`src/rtl/seq_divider.sv`:
```
// Restoring sequential divider: one quotient bit per cycle, WIDTH+1 cycles busy.
// Define SEQ_DIVIDER_SIGNED_EN for two's-complement operands and results.
module seq_divider #(
  parameter int WIDTH = 16
) (
  input  logic             clk,
  input  logic             rst,
  input  logic             start,
  input  logic [WIDTH-1:0] dividend,
  input  logic [WIDTH-1:0] divisor,
  output logic             busy,
  output logic             done,
  output logic [WIDTH-1:0] quotient,
  output logic [WIDTH-1:0] remainder,
  output logic             dv0
);

  localparam int CW = $clog2(WIDTH + 1);

  typedef enum logic [1:0] {
    IDLE = 2'd0,
    RUN  = 2'd1,
    DONE = 2'd2
  } state_e;

  state_e           state_q, state_d;
  logic [CW-1:0]    cnt_q;
  logic [WIDTH-1:0] rem_q;
  logic [WIDTH-1:0] dvd_q;
  logic [WIDTH-1:0] dsr_q;
  logic             dz_q;
  logic [WIDTH-1:0] quo_q;
  logic [WIDTH-1:0] rmd_q;
  logic             dv0_q;
  logic             done_q;

  logic             div_zero;
  logic [WIDTH-1:0] a_mag;
  logic [WIDTH-1:0] b_mag;
  logic [WIDTH:0]   shifted;
  logic [WIDTH:0]   diff;
  logic             borrow;
  logic [WIDTH-1:0] step_rem;
  logic [WIDTH-1:0] r_mag;
  logic [WIDTH-1:0] q_res;
  logic [WIDTH-1:0] r_res;

  assign div_zero = (divisor == '0);

`ifdef SEQ_DIVIDER_SIGNED_EN
  logic sa_q, sq_q;
  logic sa_in, sb_in;

  assign sa_in = dividend[WIDTH-1];
  assign sb_in = divisor[WIDTH-1];
  assign a_mag = sa_in ? -dividend : dividend;
  assign b_mag = sb_in ? -divisor : divisor;
  assign r_mag = dz_q ? dvd_q : rem_q;
  assign q_res = dz_q ? '1 : (sq_q ? -dvd_q : dvd_q);
  assign r_res = sa_q ? -r_mag : r_mag;

  always_ff @(posedge clk or posedge rst) begin
    if (rst) begin
      sa_q <= 1'b0;
      sq_q <= 1'b0;
    end else if (state_q == IDLE && start) begin
      sa_q <= sa_in;
      sq_q <= sa_in ^ sb_in;
    end
  end
`else
  assign a_mag = dividend;
  assign b_mag = divisor;
  assign r_mag = dz_q ? dvd_q : rem_q;
  assign q_res = dz_q ? '1 : dvd_q;
  assign r_res = r_mag;
`endif

  // Bit WIDTH of the difference is the borrow
  assign shifted  = {rem_q, dvd_q[WIDTH-1]};
  assign diff     = shifted - {1'b0, dsr_q};
  assign borrow   = diff[WIDTH];
  assign step_rem = borrow ? shifted[WIDTH-1:0] : diff[WIDTH-1:0];

  always_ff @(posedge clk or posedge rst) begin
    if (rst) state_q <= IDLE;
    else     state_q <= state_d;
  end

  always_comb begin
    state_d = state_q;
    unique case (state_q)
      IDLE:    if (start) state_d = div_zero ? DONE : RUN;
      RUN:     if (cnt_q == CW'(1)) state_d = DONE;
      DONE:    state_d = IDLE;
      default: state_d = IDLE;
    endcase
  end

  always_comb begin
    busy = (state_q != IDLE);
  end

  always_ff @(posedge clk or posedge rst) begin
    if (rst) begin
      cnt_q  <= '0;
      rem_q  <= '0;
      dvd_q  <= '0;
      dsr_q  <= '0;
      dz_q   <= 1'b0;
      quo_q  <= '0;
      rmd_q  <= '0;
      dv0_q  <= 1'b0;
      done_q <= 1'b0;
    end else begin
      done_q <= 1'b0;
      unique case (state_q)
        IDLE: begin
          if (start) begin
            dvd_q <= a_mag;
            dsr_q <= b_mag;
            rem_q <= '0;
            cnt_q <= CW'(WIDTH);
            dz_q  <= div_zero;
          end
        end
        RUN: begin
          rem_q <= step_rem;
          dvd_q <= {dvd_q[WIDTH-2:0], ~borrow};
          cnt_q <= cnt_q - CW'(1);
        end
        DONE: begin
          done_q <= 1'b1;
          quo_q  <= q_res;
          rmd_q  <= r_res;
          dv0_q  <= dz_q;
        end
        default: ;
      endcase
    end
  end

  assign done      = done_q;
  assign quotient  = quo_q;
  assign remainder = rmd_q;
  assign dv0       = dv0_q;

endmodule

```
`config.mk`:
```
export PLATFORM = sky130hd
export DESIGN_NAME = seq_divider
export DESIGN_NICKNAME = d
export VERILOG_FILES = /design/src/rtl/seq_divider.sv
export SDC_FILE = /design/constraint.sdc
export NUM_CORES = 1
export LEC_CHECK = 0
export BUFFER_PORTS_ARGS = -buffer_cell sky130_fd_sc_hd__buf_2
export CORE_MARGIN = 2
export CORE_UTILIZATION = 59
export CTS_BUF_LIST = sky130_fd_sc_hd__clkbuf_4
export CTS_CLUSTER_SIZE = 14
export DETAILED_ROUTE_END_ITERATION = 10
export PLACE_DENSITY = 0.82
export SYNTH_ARGS = -nofsm -noshare
export SYNTH_HDL_FRONTEND = slang
export SYNTH_SLANG_ARGS = --single-unit
```
`constraint.sdc`:
```
create_clock -name clk -period 3.56 [get_ports clk]
set_input_delay 0.356 -clock clk [delete_from_list [all_inputs] [get_ports clk]]
set_output_delay 0.356 -clock clk [all_outputs]
set_load 0.05 [all_outputs]
```
==> results.md, run 1 <==
* Minimum clock period at 2860 ps
* Synthesized cell area at 4690 um2
* Max Cap Viol at 0
* Final Wtd Congestion at 0.850
* Unrepaired setup endpoints after global routing: false
* # IOs at 70
* Main synth FF type: dfrtp_1
* Nets@finish at 607
* Asr flop ratio synth at 100%
* Worst-Skew Late Latency at 440 ps
* Yosys warnings at 0
* Wire per inst at 15.1 um
* Die Area at 8670 um2
* Avg Cell Area, Syn at 9.56 um2
* Worst-margin pin slew at 976 ps
* Syn nets at 544
* Die W at 93.1 um
* Die height at 93.1 um
* Starting Density at 60.6%
* Crit path buffers/inverters at 3
* PortBufs at 69
* Syn-to-layout area delta at 12.1%
* Crit path largest cell delay at 450 ps
* Drt total wl at 9950 um
* Most frequent cells in the layout: nand2_1 (93), dfrtp_1 (90), o21ai_1 (80)
* Largest net degree at the start of global routing at 43
* Crit-path max FO at 19
* Setup Skew at 20.2 ps
* Kind of critical path: register to register
* Vias post-DR at 3,734
* Synth cell types at 54
* Cell chain of the critical path: inv_1 -> ha_1 -> inv_1 -> fa_1 -> a211oi_1 -> o21ai_2 -> o21ai_2 -> o211ai_4 -> xor2_4 -> buf_4 -> nor2_1 -> a311o_1
* CTS tree: yes
* Drt pass-1 iters at 5
* Critical path required time at 3890 ps
* #FFs+latches synth at 90
* Share of cells above drive strength 1 at 19.2%
* Final-layout fill cell count at 624
* Clock Tree Buf Depth at 2
* Multi-input logic area at 2260 um2
* Setup crit end kind: register
* Fin. Hold Viols at 0
* Tcrit/Tclk final at 80.3%
* Max_slew headroom at 34.9%
* Final antenna-violating net count at 0
* Fmax at 0.350 GHz
* Vias per cell at 5.67
* Crit path arrival time at 3190 ps
* Total track usage at 24.5%
* Core area at 7730 um2
* Initial antenna violation count at 0
* Worst path top cell family by delay: compound AO/OA/AOI/OAI gates
* DP Wirelength at 7380 um
* Sequential area share after synthesis at 48.1%
* Violation count after the first detailed-route iteration at 165
* Hold WC Path Type: primary input to register
* Number of flops mapped to enable cells by yosys at 0
* Slew Viols, Final at 0
* Gate Count Post-Synth at 490
* Setup TNS at 0 ps
* Residual DRC at 0
* CP max-delay cell: dfrtp_1
* Endpoints failing setup at 0
* Remaining global-route overflow at 0
* Status: finished clean
* CP Launch Type: register
* First-pass GRT wire length at 16,800 um
* H-tree depth at 3
* Ant diodes at 0
* Worst-path clk slew at 140 ps
* Num CTS Buffers at 9
* Clock root buffer: clkbuf_4
* CTS sink cnt at 90
* Number of global-route vias before repair at 3,505
* Post-CTS resize count at 0
* Most common cell after layout, fill and taps aside: nand2_1
* Sequential cell area at 2250 um2
* FP Rows at 32
[stage by stage]
stage          setup slack, ps  util [%]  std cells  instance area [um2]  hold slack, ps
6_report                   701      68.0        659                 5260             137
4_1_cts                    712      68.0        659                 5260             126
2_1_floorplan              869         -        490                 4690             450
5_1_grt                    525      68.0        659                 5260             143
3_5_place_dp               718      66.4        643                 5130             309
3_3_place_gp               793      66.4        643                 5130             304
[state kept, by name (all words and copies together), names as in the netlist]
name       cells
done           1
dz_q           1
remainder     16
state_q        2
dsr_q         16
quotient      16
dv0            1
rem_q         16
cnt_q          5
dvd_q         16
[per-layer routing]
metal / routed length, um / GRT usage [%] / part of all wire [%] / vias to the layer above
met3: 458 / 3.55 / 4.6 / 13
met1: 4650 / 34.7 / 47 / 1793
met5: 0 / 0 / 0 / -
met2: 4700 / 39.4 / 47 / 108
met4: 138 / 7.48 / 1.4 / 0
li1: - / - / - / 1820
[synthesized netlist by cell type (all sizes together) (2+ instances only)]
cell,n,area share [%]
a21o,4,0.64
clkbuf,22,1.8
buf,4,0.67
dfrtp,90,48
inv,22,1.8
nor2b,2,0.27
nand2,93,7.4
a31oi,3,0.40
nand3,3,0.43
mux2,2,0.48
o21a,2,0.32
nor4,4,0.53
ha,18,4.8
a21oi,15,1.6
o31ai,2,0.43
nor2,24,2.0
mux2i,44,9.4
nand2b,5,0.72
a22o,3,0.56
xnor2,7,1.3
o211ai,5,1.1
nand4,2,0.27
o21ai,85,9.2
xor2,9,2.1
[worst min-delay path, stage by stage]
cell	delay (ps)
buf_2	90
nand2_1	40
o21ai_1	60
[area by class of cell]
cell class,instances,share of cell area [%]
clock inverter,6,0.952
sequential,90,42.9
timing repair buffer,78,7.90
multi-input combinational,352,43.0
clock buffer,9,1.29
tap,102,2.43
inverter,22,1.60
[what timing repair did]
item / 4_1_cts / 5_1_grt
setup endpoints to repair: 0 / 0
hold endpoints to repair: 12 / 0
hold buffers: 1 / 0
setup buffers: 0 / 0
[cell families after synthesis]
logic type                 after synthesis  share of synthesized area (%)
AOI/OAI and AO/OA                      129                           16.2
xor gates and xnor gates                16                           3.39
buffers and inverters                   48                           4.19
and+or+nand+nor                        142                           13.1
adders and majority gates               19                           5.23
DFF                                     90                           48.1
muxes                                   46                           9.88
[final timing paths]
path	from	to	slack, ps	depth (start not counted)
worst min register to register	quotient[5]	quotient[5]	490	2
worst max register to register	dvd_q[15]	rem_q[12]	700	12
worst min-delay path	divisor[5]	dsr_q[5]	140	3
min in group asynchronous	rst	dvd_q[1]	370	3
max in group asynchronous	rst	dsr_q[15]	2410	4
worst max-delay path	dvd_q[15]	rem_q[12]	700	12
Power of run 1 is not shown: default switching activity piles up to over one toggle a cycle in this logic, so the estimate is an artifact.
==> run 2: changes to the inputs <==
--- a/config.mk
+++ b/config.mk
@@ -5,13 +5,14 @@
 export SDC_FILE = /design/constraint.sdc
 export NUM_CORES = 1
 export LEC_CHECK = 0
+export ABC_AREA = 1
 export BUFFER_PORTS_ARGS = -buffer_cell sky130_fd_sc_hd__buf_2
 export CORE_MARGIN = 2
-export CORE_UTILIZATION = 59
+export CORE_UTILIZATION = 54
 export CTS_BUF_LIST = sky130_fd_sc_hd__clkbuf_4
 export CTS_CLUSTER_SIZE = 14
 export DETAILED_ROUTE_END_ITERATION = 10
-export PLACE_DENSITY = 0.82
+export PLACE_DENSITY = 0.79
 export SYNTH_ARGS = -nofsm -noshare
 export SYNTH_HDL_FRONTEND = slang
 export SYNTH_SLANG_ARGS = --single-unit
==> constraint.sdc (replaced) <==
create_clock -name clk -period 2.45 [get_ports clk]
set_input_delay 0.245 -clock clk [delete_from_list [all_inputs] [get_ports clk]]
set_output_delay 0.245 -clock clk [all_outputs]
set_load 0.05 [all_outputs]
==> results.md, run 2 <==
* CTS sink cnt at 90
* Met3 Usage GRT at 5.13%
* Number of global-route vias before repair at 4,443
* Flop-to-flop setup slack at 190 ps
* # IOs at 70
* Hold WC Path Type: primary input to register
* Status: finished clean
* Avg Cell Area, Syn at 7.66 um2
* H-tree depth at 3
* Syn nets at 731
* Crit path arrival time at 2620 ps
* Starting Density at 55.8%
* Setup TNS at 0 ps
* Die W at 102 um
* CP max-delay cell: dfrtp_1
* Worst-margin pin slew at 919 ps
* Crit-path max FO at 9
* DP Wirelength at 9500 um
* Final-layout fill cell count at 829
* Drt pass-1 iters at 5
* Setup Skew at 24.3 ps
* Syn-to-layout area delta at 12.1%
* Crit path largest cell delay at 400 ps
* Kind of critical path: register to register
* Fmax at 0.442 GHz
* Most frequent cells in the layout: nand2_1 (201), dfrtp_1 (90), inv_1 (83)
* Vias per cell at 5.39
* Remaining global-route overflow at 0
* Worst-path clk slew at 160 ps
* #FFs+latches synth at 90
* Share of cells above drive strength 1 at 17.9%
* PortBufs at 69
* Sequential area share after synthesis at 43.4%
* Unrepaired setup endpoints after global routing: false
* Reg2reg start: dvd_q[15]
* Most frequent cell after synthesis: nand2_1
* Nets@finish at 793
* Residual DRC at 0
* Most common cell after layout, fill and taps aside: nand2_1
* Crit path to: dvd_q[0]
* Setup crit end kind: register
* Critical path required time at 2810 ps
* FP Rows at 35
* Yosys warnings at 0
* Largest net degree at the start of global routing at 37
* Synthesized cell area at 5180 um2
* WP depth at 13
* Synth area leaders: dfrtp_1 (43%), nand2_1 (15%), o21ai_0 (6.5%), inv_1 (6.1%), ha_1 (4.3%)
* Cell chain of the critical path: inv_1 -> ha_1 -> inv_1 -> fa_1 -> nand2_1 -> nand2_1 -> nand3_2 -> nand2_4 -> nand2_4 -> nand3_4 -> nand2_8 -> nor2_1 -> o21ai_0
* Initial antenna violation count at 0
* Top cell type's share of synthesized area at 43.4%
* Tcrit/Tclk final at 92.3%
* Vias post-DR at 4,702
* Hold path depth at 3
* Final antenna-violating net count at 0
* Slew Viols, Final at 0
* Fin. Hold Viols at 0
* Violation count after the first detailed-route iteration at 290
* Met1 Usage GRT at 36.0%
* Main synth FF type: dfrtp_1
* Endpoints failing setup at 0
* Die height at 102 um
* Synth cell types at 39
* Final Wtd Congestion at 0.883
* Total track usage at 25.8%
* Worst path top cell family by delay: simple AND/OR/NAND/NOR gates
* Max Cap Viol at 0
* Die Area at 10,400 um2
* Gate Count Post-Synth at 677
* Number of flops mapped to enable cells by yosys at 0
* Met2 Track Usage GR at 40.1%
* Drt total wl at 12,700 um
* Ant diodes at 0
* CP Launch Point: dvd_q[15]
* Minimum clock period at 2260 ps
* Worst-Skew Late Latency at 450 ps
* Crit path buffers/inverters at 2
* Num CTS Buffers at 9
* Wire per inst at 14.6 um
* R2r endpoint: dvd_q[0]
* Place WS at 129 ps
* Worst r2r path cells at 13
* CP Launch Type: register
* Largest area contributor in the netlist: dfrtp_1
* CTS tree: yes
* First-pass GRT wire length at 21,000 um
* Commonest cells post-synth: nand2_1 (201), dfrtp_1 (90), inv_1 (84), o21ai_0 (67), nor2_1 (48)
* Max_slew headroom at 38.7%
* Most used routing layer: met2
* Core area at 9280 um2
* Setup ws final at 188 ps
* Clock root buffer: clkbuf_4
* Asr flop ratio synth at 100%
* Clock Tree Buf Depth at 2
-- run 2: logic make-up after synthesis --
group | after synthesis | share of synthesized area, %
XOR/XNOR | 8 | 1.35
AO/OA/AOI/OAI | 113 | 12.0
buffers and inverters | 117 | 9.31
adder cells (fa/ha/maj) | 19 | 4.73
multiplexers | 1 | 0.193
AND/OR/NAND/NOR | 329 | 29.0
flip-flops | 90 | 43.4
-- run 2: cell type report --
cell class | count | area, um2 | share of cell area, %
clock buffer | 9 | 67.6 | 1.16
clock inverter | 7 | 95.1 | 1.64
inverter | 89 | 338 | 5.81
multi-input combinational | 472 | 2480 | 42.7
sequential | 90 | 2250 | 38.7
tap | 129 | 161 | 2.78
timing repair buffer | 77 | 420 | 7.23
-- run 2: through the flow --
| step | hold slack [ps] | std cells | util [%] | instance area [um2] |
|---|---|---|---|---|
| after floorplan | 390 | 677 | - | 5190 |
| after global placement | 391 | 854 | 60.4 | 5610 |
| after detailed placement | 400 | 854 | 60.4 | 5610 |
| after CTS | 29.0 | 871 | 62.3 | 5780 |
| after global routing | 34.9 | 873 | 62.6 | 5810 |
| final | 39.0 | 873 | 62.6 | 5810 |
-- run 2: worst min path at each step --
stage                     slack (ps)           to        start
after floorplan                  390     dsr_q[0]   divisor[0]
after global placement           390  quotient[4]          rst
after detailed placement         400  quotient[4]          rst
after CTS                         30    dsr_q[10]  divisor[10]
after global routing              30    dsr_q[10]  divisor[10]
final                             40     dsr_q[3]   divisor[3]
-- run 2: worst min-delay path, stage by stage --
cell and delay, ps:
buf_2 100, inv_1 40, o21ai_0 70
-- run 2: layer usage --
| layer | wire length (um) | share of wire, % |
|---|---|---|
| met5 | 0 | 0 |
| met1 | 5850 | 46 |
| met3 | 792 | 6.2 |
| met4 | 331 | 2.6 |
| met2 | 5740 | 45 |
-- run 2: repair_timing --
action,4_1_cts,5_1_grt
endpoints found under the hold margin,31,0
hold buffers,1,0
setup endpoints to repair,0,17
resized for setup,0,1
buffers inserted,0,0
Power of run 2 is left out for the same reason.
==> run 3: changes to the inputs <==
--- a/config.mk
+++ b/config.mk
@@ -6,12 +6,12 @@
 export NUM_CORES = 1
 export LEC_CHECK = 0
 export ABC_AREA = 1
-export BUFFER_PORTS_ARGS = -buffer_cell sky130_fd_sc_hd__buf_2
 export CORE_MARGIN = 2
-export CORE_UTILIZATION = 54
+export CORE_UTILIZATION = 60
 export CTS_BUF_LIST = sky130_fd_sc_hd__clkbuf_4
 export CTS_CLUSTER_SIZE = 14
 export DETAILED_ROUTE_END_ITERATION = 10
+export DONT_BUFFER_PORTS = 1
 export PLACE_DENSITY = 0.79
 export SYNTH_ARGS = -nofsm -noshare
 export SYNTH_HDL_FRONTEND = slang
==> results.md, run 3 (synthesis results as in run 2) <==
* CP max-delay cell: dfrtp_1
* Max Cap Viol at 0
* Crit path arrival time at 2630 ps
* Number of global-route vias before repair at 4,396
* Minimum clock period at 2280 ps
* Top routing layer used: met4
* Setup Skew at 21.0 ps
* Crit path largest cell delay at 410 ps
* Final Util at 68.6%
* Slew Viols, Final at 0
* Endpoints failing setup at 0
* Starting Density at 62.5%
* Most common cell after layout, fill and taps aside: nand2_1
* CTS sink cnt at 90
* Hold path start: dividend[2]
* Flop-to-flop setup slack at 170 ps
* Wire per inst at 15.8 um
* Routed wl met3 at 821 um
* # IOs at 70
* FP Rows at 33
* Die height at 97.0 um
* Vias post-DR at 4,576
* Drt pass-1 iters at 5
* Largest net degree at the start of global routing at 59
* Setup crit end kind: register
* Remaining global-route overflow at 0
* Worst r2r path cells at 14
* Clock root buffer: clkbuf_4
* Final antenna-violating net count at 0
* Critical path required time at 2800 ps
* Die W at 97.0 um
* Unrepaired setup endpoints after global routing: true
* Worst-margin pin slew at 746 ps
* Total track usage at 27.8%
* Minimum hold slack at 18.6 ps
* Core area at 8300 um2
* Fin. Hold Viols at 0
* CP Launch Type: register
* First-pass GRT wire length at 21,100 um
* Tcrit/Tclk final at 93.0%
* Max_slew headroom at 50.2%
* Hold WC Path Type: primary input to register
* Cell chain of the critical path: inv_1 -> ha_1 -> inv_1 -> fa_1 -> nand2_1 -> nand2_1 -> nand3_2 -> nand2_4 -> nand2_4 -> nand3_4 -> nand2_4 -> nand2_2 -> nand3_1 -> nand2_1
* Fmax at 0.439 GHz
* Post-CTS resize count at 0
* Met1 wire length at 5540 um
* Status: finished clean
* Share of cells above drive strength 1 at 9.09%
* Nets@finish at 753
* Syn-to-layout area delta at 9.80%
* Clock Tree Buf Depth at 2
* Die Area at 9400 um2
* PortBufs at 0
* Initial antenna violation count at 0
* Kind of critical path: register to register
* Most frequent cells in the layout: nand2_1 (201), dfrtp_1 (90), inv_1 (83)
* DP Wirelength at 8890 um
* Final Wtd Congestion at 0.904
* CTS tree: yes
* Residual DRC at 0
* Hold path depth at 2
* Ant diodes at 0
* Reg2reg start: dvd_q[15]
* Worst hold endpoint: dvd_q[2]
* CP Launch Point: dvd_q[15]
* Num CTS Buffers at 9
* Worst-path clk slew at 150 ps
* H-tree depth at 3
* Crit-path max FO at 18
* R2r endpoint: rem_q[5]
* Vias per cell at 5.66
* Final-layout fill cell count at 667
* Setup bufs post-CTS at 0
* Drt total wl at 12,800 um
* Violation count after the first detailed-route iteration at 337
* Worst-Skew Late Latency at 450 ps
* Met2 Wirelength at 6160 um
[run 3: cell types whose count changed in the layout (fill, tap and decap cells not counted), sizes merged]
| cell | change |
|---|---|
| bufinv | -1 |
| nand3 | -1 |
| clkinvlp | +3 |
| dlygate4sd3 | +29 |
| buf | -68 |
| clkinv | -2 |
[run 3: layout make-up]
cell class,count,area [um2],share of cell area (%)
Multi-Input combinational cell,471,2460,43.2
Clock buffer,9,67.6,1.19
Tap cell,105,131,2.31
Timing Repair Buffer,38,373,6.55
Inverter,89,338,5.93
Clock inverter,7,70.1,1.23
Sequential cell,90,2250,39.6
[run 3: per-layer routing]
| layer | global-route usage [%] | vias up |
|---|---|---|
| li1 | - | 2206 |
| met1 | 38.0 | 2165 |
| met2 | 45.6 | 185 |
| met3 | 5.13 | 20 |
| met4 | 7.91 | 0 |
| met5 | 0 | - |
[run 3: worst max-delay path: cells and delay by family (launching register included)]
family,cells,cell delay [ps]
simple gates,10,1070
fa+ha+maj,2,540
flops,1,410
buf+inv,2,150
[run 3: how the worst max path moves through the flow]
stage	slack, ps	endpoint
2_1_floorplan	400	rem_q[6]
3_3_place_gp	310	rem_q[15]
3_5_place_dp	200	rem_q[10]
4_1_cts	160	rem_q[10]
5_1_grt	-20	rem_q[4]
6_report	170	rem_q[5]
[run 3: through the flow]
step	setup WS, ps	setup TNS [ps]	area (um2)	cells
global placement	310	0	5240	762
floorplan	396	0	5190	677
detailed placement	195	0	5240	762
finish	173	0	5690	809
global route	-16.0	-54.5	5690	809
CTS	165	0	5680	808
[run 3: what timing repair did]
| item | CTS | global route |
|---|---|---|
| endpoints found under the setup margin | 0 | 5 |
| hold buffers | 30 | 0 |
| hold endpoints to repair | 63 | 0 |
Power of run 3 is left out for the same reason.
